## src/rtl/button_event_detect.sv

```systemverilog
// Turns debounced button levels into one-cycle press/release/long-press/repeat pulses,
// one independent three-state machine per channel.
module button_event_detect #(
  parameter int unsigned W           = 1,
  parameter int unsigned LongDepth   = 8,
  parameter int unsigned RepeatDepth = 6
) (
  input  logic         i_clk,
  input  logic         i_rst_n,
  input  logic [W-1:0] i_sw_in,
  output logic [W-1:0] o_press,
  output logic [W-1:0] o_release,
  output logic [W-1:0] o_long_press,
  output logic [W-1:0] o_repeat,
  output logic [W-1:0] o_held_long
);

  typedef enum logic [1:0] {StIdle, StPressed, StHeld} state_e;

  for (genvar gi = 0; gi < W; gi++) begin : g_ch
    state_e                 r_state, w_state_d;
    logic [LongDepth-1:0]   r_lcnt, w_lcnt_d;
    logic [RepeatDepth-1:0] r_rcnt, w_rcnt_d;
    logic                   r_prev;
    logic                   r_press, r_release, r_long, r_repeat;
    logic                   w_press_d, w_release_d, w_long_d, w_repeat_d;
    logic                   w_sw;

    assign w_sw = i_sw_in[gi];

    always_comb begin
      w_state_d   = r_state;
      w_lcnt_d    = r_lcnt;
      w_rcnt_d    = r_rcnt;
      w_press_d   = 1'b0;
      w_release_d = 1'b0;
      w_long_d    = 1'b0;
      w_repeat_d  = 1'b0;
      unique case (r_state)
        StIdle: begin
          if (w_sw && !r_prev) begin
            w_press_d = 1'b1;
            w_lcnt_d  = '0;
            w_state_d = StPressed;
          end
        end
        // Release is tested first so it wins over a counter reaching all ones.
        StPressed: begin
          if (!w_sw) begin
            w_release_d = 1'b1;
            w_state_d   = StIdle;
          end else if (&r_lcnt) begin
            w_long_d  = 1'b1;
            w_rcnt_d  = '0;
            w_state_d = StHeld;
          end else begin
            w_lcnt_d = r_lcnt + 1'b1;
          end
        end
        StHeld: begin
          if (!w_sw) begin
            w_release_d = 1'b1;
            w_state_d   = StIdle;
          end else if (&r_rcnt) begin
            w_repeat_d = 1'b1;
            w_rcnt_d   = '0;
          end else begin
            w_rcnt_d = r_rcnt + 1'b1;
          end
        end
        default: w_state_d = StIdle;
      endcase
    end

    always_ff @(posedge i_clk or negedge i_rst_n) begin
      if (!i_rst_n) begin
        r_state   <= StIdle;
        r_lcnt    <= '0;
        r_rcnt    <= '0;
        r_prev    <= 1'b0;
        r_press   <= 1'b0;
        r_release <= 1'b0;
        r_long    <= 1'b0;
        r_repeat  <= 1'b0;
      end else begin
        r_state   <= w_state_d;
        r_lcnt    <= w_lcnt_d;
        r_rcnt    <= w_rcnt_d;
        r_prev    <= w_sw;
        r_press   <= w_press_d;
        r_release <= w_release_d;
        r_long    <= w_long_d;
        r_repeat  <= w_repeat_d;
      end
    end

    assign o_press[gi]      = r_press;
    assign o_release[gi]    = r_release;
    assign o_long_press[gi] = r_long;
    assign o_repeat[gi]     = r_repeat;
    assign o_held_long[gi]  = (r_state == StHeld);
  end

endmodule

```

## config.mk

```make
export PLATFORM = sky130hd
export DESIGN_NAME = button_event_detect
export DESIGN_NICKNAME = d
export VERILOG_FILES = /design/src/rtl/button_event_detect.sv
export SDC_FILE = /design/constraint.sdc
export NUM_CORES = 1
export LEC_CHECK = 0
export ABC_AREA = 0
export ABC_CLOCK_PERIOD_IN_PS = 2100
export CELL_PAD_IN_SITES_DETAIL_PLACEMENT = 1
export CELL_PAD_IN_SITES_GLOBAL_PLACEMENT = 1
export CORE_MARGIN = 4
export CORE_UTILIZATION = 44
export DETAILED_ROUTE_END_ITERATION = 8
export GPL_TIMING_DRIVEN = 0
export PLACE_DENSITY = 0.74
export SYNTH_ARGS = -nofsm -noshare
export SYNTH_HDL_FRONTEND = slang
export SYNTH_SLANG_ARGS = --single-unit
```

## constraint.sdc

```tcl
create_clock -name i_clk -period 2.1 [get_ports i_clk]
set_clock_uncertainty 0.2 [all_clocks]
set_input_delay 0.42 -clock i_clk [delete_from_list [all_inputs] [get_ports i_clk]]
set_output_delay 0.42 -clock i_clk [all_outputs]
set_load 0.05 [all_outputs]
```

# Word-level counts from Yosys, hierarchy flattened
# Cells that the tools add are included.
word_totals:
  ff_bits: 21
  input_bits: 3
  out_inout_bits: 5
  elab_cells: 54
op_classes:
  addsub: 2
  eq_ne: 9
  muxes: 24
  n_reduce_logical: 11
op_table:
  columns: ["cell", "count"]
  rows:
  - ["$mux 6", 4]
  - ["$mux 8", 3]
  - ["$pmux 8 s2", 1]
  - ["$ne 2x2->1 const B", 6]
  - ["$pmux 6 s2", 1]
  - ["$mux 1", 10]
  - ["$add 8x1->8 const B", 1]
  - ["$mux 2", 4]
  - ["$reduce_and 4->1", 2]
  - ["$reduce_and 8->1", 1]
  - ["$add 6x1->6 const B", 1]
  - ["$pmux 2 s3", 1]
  - ["$reduce_and 6->1", 1]
  - ["$reduce_bool 2->1", 2]
  - ["$ne 3x3->1 const B", 1]
  - ["$reduce_and 3->1", 1]
  - ["$eq 2x1->1 const B", 1]
  - ["$eq 2x2->1 const B", 1]
  - ["$logic_not 2->1", 1]
  - ["$reduce_or 2->1", 1]
  - ["$logic_and 1x1->1", 1]
  - ["$logic_not 1->1", 1]

# Logic depth before layout (Yosys ltp)
depth:
  ltp_word: 4
  depth_mapped: 8
  depth_no_buf: 6

# Worst setup path before layout
# Ideal clock, no wire load.
synth_timing:
  path_type: "register to register"
  from: "register g_ch[0].r_state[0]"
  to: "register g_ch[0].r_rcnt[3]"
  setup_ns: 0.124
  arrival_time_ns: 1.824
  t_required_ns: 1.776
  path_slack_ns: -0.048
  path_stages_with_launch: 7
  n_path_buf: 0
  synth_period_minus_slack_ns: 2.148
  path_cell_list: "dfrtp_1 inv_1 ha_1 inv_1 o22ai_1 nand2_1 a211o_1"
synth_via:
  elab_chain_len: 3
  word_cells_on_any_way: 8
  classes_between: "eq/ne: 5; mux: 1; reduce/logical: 2"
synth_lines:
  columns: ["element", "line_no", "text"]
  rows:
  - ["start: declaration", "21", "state_e r_state, w_state_d;"]
  - ["start signal: assignment", "77", "r_state <= StIdle;"]
  - ["start signal: assignment", "86", "r_state <= w_state_d;"]
  - ["$eq 2x2->1 (*)", null, null]
  - ["named net o_held_long", "15", "output logic [W-1:0] o_held_long"]
  - ["$ne 2x2->1 (no source line) / $reduce_bool 2->1 (equally long branches)", null, null]
  - ["$reduce_and 4->1 (no source line)", null, null]
  - ["end signal: assignment", "88", "r_rcnt <= w_rcnt_d;"]
  - ["end: declaration", "23", "logic [RepeatDepth-1:0] r_rcnt, w_rcnt_d;"]
# Mark *: on every way through the listed nets, which the timed path passes. The rest lies on a longest branch.
# A chain may end at the register's enable or synchronous reset.

# Worst setup path after layout
layout_timing:
  from: "register g_ch[0].r_state[0]"
  to: "output port o_held_long"
layout_via:
  elab_chain_len: 1
layout_lines:
  columns: ["element", "line_no", "text"]
  rows:
  - ["$eq 2x2->1", "101", "assign o_held_long[gi] = (r_state == StHeld);"]
  - ["end: declaration", "15", null]
# Every way passes these cells.

==> key figures <==
Floorplan
  – Area inside the core boundary: approximately 0.0025 mm2
  – Count of pins on the block boundary: 8
  – Effective utilization at floorplan: 47.1%
  – Width of the die: between 50 and 60 um
  – Die height: about 60 um
  – Number of standard-cell rows in the floorplan: 18
  – Area of the die: ~0.0036 mm2

Detailed routing
  – Wirelength per Cell: approximately 18 um
  – Total number of vias: 995
  – DRT Pass-1 Iters: 4
  – DRC marker count from the first detailed-route iteration: 27
  – Number of nets with antenna violations after detailed routing: 0
  – Mean number of vias per cell: between 6 and 7
  – Wirelength, routed: between 2000 and 3000 um
  – Drt drc: 0

Final layout
  – Final cell area excluding filler cells: approximately 0.0014 mm2
  – Share of post-route cells with drive strength above 1: about 17%
  – Layout net count: ~140
  – Final antenna diode count: 0
  – Final core utilization: between 50% and 60%
  – Area Growth Syn to Fin: 14.1%

Power and ir drop
  – Maximum VDD drop: between 0.6 and 0.7 mV
  – Final Total Pwr: approximately 1.4 mW
  – Switch share: between 40% and 50%
  – Relative contribution of sequential cells to total power: 43.6%
  – Power density relative to cell area: between 1000 and 1500 mW/mm2
  – Clk pwr share: about 14%
  – Leakage dissipation: roughly 0.64 nW
  – Cell-internal power: 0.816 mW
  – Total net switching power: 0.596 mW
  – Combinational group share of total power: 42.0%

Setup path
  – Delay-heaviest family, CP: flip-flops
  – Startpoint Class: flop
  – Critical Path AT: 1390 ps
  – Path depth of the worst reg2reg path: 7
  – Slowest Stage Delay on Critical Path: roughly 400 ps
  – Top fanout value on the critical path: 8
  – Buffer and inverter count on the worst path: 2
  – Capturing element type of the critical path: primary output
  – Max stage delay cell, worst path: sky130_fd_sc_hd__dfrtp_1
  – Path length in cells of the critical path: 3
  – Series of cell instances along the critical path: inv_1, ha_2, clkbuf_4
  – Type of the worst setup path: flop to primary output
  – Required time of the critical path: between 1000 and 1500 ps

STA
  – Max Clk Rate: 497 MHz
  – Final min period: between 2000 and 2500 ps
  – Pins Over Slew Limit: 0
  – Ratio of final minimum period to clock period: between 90% and 100%
  – Fin. Hold Viols: 0
  – Slew at the pin closest to its max-slew limit: 947 ps
  – Max transition margin: 36.7%
  – Final-report setup violation count: 0

Global routing
  – Wire length of the first global-routing pass: between 4000 and 5000 um
  – Antenna violations before repair: 0
  – Largest net degree at the start of global routing: 22
  – Via count of the first global-routing pass: approximately 1000
  – GRT Residual Overflow: 0
  – Overall routing resource usage: 18.3%

Placement
  – IO Port Bufs: 7
  – Post-detailed-placement cell area: about 0.0013 mm2
  – HPWL Detailed: between 2000 and 2500 um
  – Gpl congestion: 0.791

CTS
  – Clock transition at the register clock pins on the worst setup and hold paths after CTS: about 120 ps
  – Root Driver: sky130_fd_sc_hd__clkbuf_4
  – Total clock sinks: 21
  – CTS hold repair buffers: 0
  – Maximum clock insertion buffer count: 2
  – CTS buffer count: 3
  – H-tree depth: 1
  – TritonCTS clock tree: built
  – Clock insertion delay at the later pin of the skew report: approximately 320 ps

Logic synthesis
  – Post-synthesis instance area: roughly 0.0012 mm2
  – Syn avg cell area: slightly below 10 um2
  – Yosys warnings: 0
  – Flop and latch count out of synthesis: 21
  – Post-synthesis instance total: 122
  – Unique cell type count in the Yosys netlist: 40
  – Register area share after synthesis: roughly 44%
  – Post-Syn Nets: 130

Run
  – MaxCap Viol Count: 0

Status
  – Status: finished clean

Worst hold path
  – Worst hold stages: 2
  – Hold Path Class: flop to flop
## worst reg2reg max path: cells and delay by family (launching register included)
kind,cells,cell delay [ps]
AO/OA/AOI/OAI,2,370
multiplexers,1,310
buffers and inverters,2,250
adder cells (fa/ha/maj),1,140
flip-flops,1,430
AND/OR/NAND/NOR,1,210
## synth_stat cells, drive strengths merged
master | count | area (um2)
a2111oi | 2 | 30.0
a211o | 3 | 26.3
a21boi | 1 | 7.51
a21o | 1 | 7.51
a21oi | 5 | 28.8
a221o | 1 | 10.0
a22o | 1 | 8.76
and3 | 2 | 12.5
and3b | 1 | 8.76
and4 | 1 | 8.76
buf | 4 | 18.8
dfrtp | 21 | 526
ha | 5 | 62.6
inv | 8 | 30.0
mux2 | 3 | 33.8
mux2i | 2 | 20.0
nand2 | 11 | 41.3
nand2b | 2 | 12.5
nand3 | 9 | 50.1
nand3b | 1 | 7.51
nand4 | 4 | 31.3
nor2 | 6 | 22.5
nor2b | 1 | 6.26
nor3 | 2 | 10.0
nor4 | 2 | 12.5
o211ai | 5 | 37.5
o21ai | 7 | 35.0
o22ai | 3 | 25.0
o2bb2ai | 1 | 8.76
o31a | 1 | 8.76
or2 | 3 | 21.3
or3 | 3 | 18.8
## timing repair
| item | in CTS | in global routing |
|---|---|---|
| buffers inserted | 0 | 1 |
| pin swaps | 0 | 2 |
| endpoints found under the setup margin | 5 | 16 |
| resized for setup | 7 | 11 |
## state kept, by name, summed over array words and instances (netlist names)
name / count
o_repeat: 1
g_ch.r_state: 2
g_ch.r_lcnt: 8
o_long_press: 1
g_ch.r_prev: 1
g_ch.r_rcnt: 6
o_press: 1
o_release: 1
## path summary, 6_finish.rpt
kind,startpoint,end,slack [ps]
max,g_ch[0].r_state[0],o_held_long,90
min,g_ch[0].r_rcnt[1],g_ch[0].r_rcnt[1],350
max reg2reg,g_ch[0].r_state[1],g_ch[0].r_rcnt[5],90
min reg2reg,g_ch[0].r_rcnt[1],g_ch[0].r_rcnt[1],350
max in group asynchronous,i_rst_n,o_repeat,710
min in group asynchronous,i_rst_n,g_ch[0].r_lcnt[5],420
## cells in the final DEF, fill, tap and decap left out, types with 2 or more instances in the layout
master	n
sky130_fd_sc_hd__clkbuf_4	4
sky130_fd_sc_hd__o211ai_1	5
sky130_fd_sc_hd__dlymetal6s2s_1	4
sky130_fd_sc_hd__mux2i_1	2
sky130_fd_sc_hd__ha_1	4
sky130_fd_sc_hd__nor4_1	2
sky130_fd_sc_hd__nor2_1	6
sky130_fd_sc_hd__nand2_1	10
sky130_fd_sc_hd__and3_1	2
sky130_fd_sc_hd__or2_4	2
sky130_fd_sc_hd__a2111oi_2	2
sky130_fd_sc_hd__dfrtp_1	21
sky130_fd_sc_hd__buf_4	2
sky130_fd_sc_hd__or3_1	3
sky130_fd_sc_hd__clkdlybuf4s50_1	2
sky130_fd_sc_hd__nor3_1	2
sky130_fd_sc_hd__inv_1	6
sky130_fd_sc_hd__a211o_1	3
sky130_fd_sc_hd__nand3_1	8
sky130_fd_sc_hd__inv_2	2
sky130_fd_sc_hd__a21oi_1	4
sky130_fd_sc_hd__o21ai_0	6
sky130_fd_sc_hd__nand4_1	3
sky130_fd_sc_hd__nand2b_1	2
sky130_fd_sc_hd__mux2_2	2
## area by class of cell
| class | instances | area (um2) |
|---|---|---|
| Clock buffer | 4 | 26.3 |
| Sequential cell | 21 | 526 |
| Buffer | 3 | 16.3 |
| Timing Repair Buffer | 8 | 85.1 |
| Fill cell | 292 | 1170 |
| Inverter | 8 | 30.0 |
| Multi-Input combinational cell | 89 | 636 |
| Tap cell | 30 | 37.5 |
## cells by family (layout without fill, tap and decap cells)
kind of cell	after synthesis	count (layout)	share of synthesized area (%)
AND/OR/NAND/NOR	48	48	22.2
multiplexers	5	5	4.53
buffers and inverters	12	23	4.10
flip-flops	21	21	44.2
adder cells (fa/ha/maj)	5	5	5.26
AO/OA/AOI/OAI	31	31	19.7
## metrics by stage
stage          hold WS, ps  cells  setup TNS, ps  setup WS (ps)
5_1_grt                373    163          -27.1          -18.9
3_5_place_dp           317    159          -1770           -251
2_1_floorplan        -75.6    122              0            163
4_1_cts                347    163          -16.8          -9.12
3_3_place_gp           316    159          -1710           -252
6_report               354    163              0           88.9
## power by group through the flow
stage / Combinational [mW] / Sequential (mW) / Clock [mW]
6_report: 0.593 / 0.616 / 0.203
5_1_grt: 0.672 / 0.632 / 0.237
4_1_cts: 0.570 / 0.612 / 0.212
3_5_place_dp: 0.562 / 0.618 / 0
3_3_place_gp: 0.538 / 0.612 / 0
2_1_floorplan: 0.393 / 0.620 / 0
## layer usage
layer  part of all wire, %  GRT usage (%)
met1                    46           24.1
met5                     0              0
met3                   3.7           3.24
met2                    48           28.1
met4                   2.2           10.4
No activity file was read; power rests on OpenSTA's default activity.
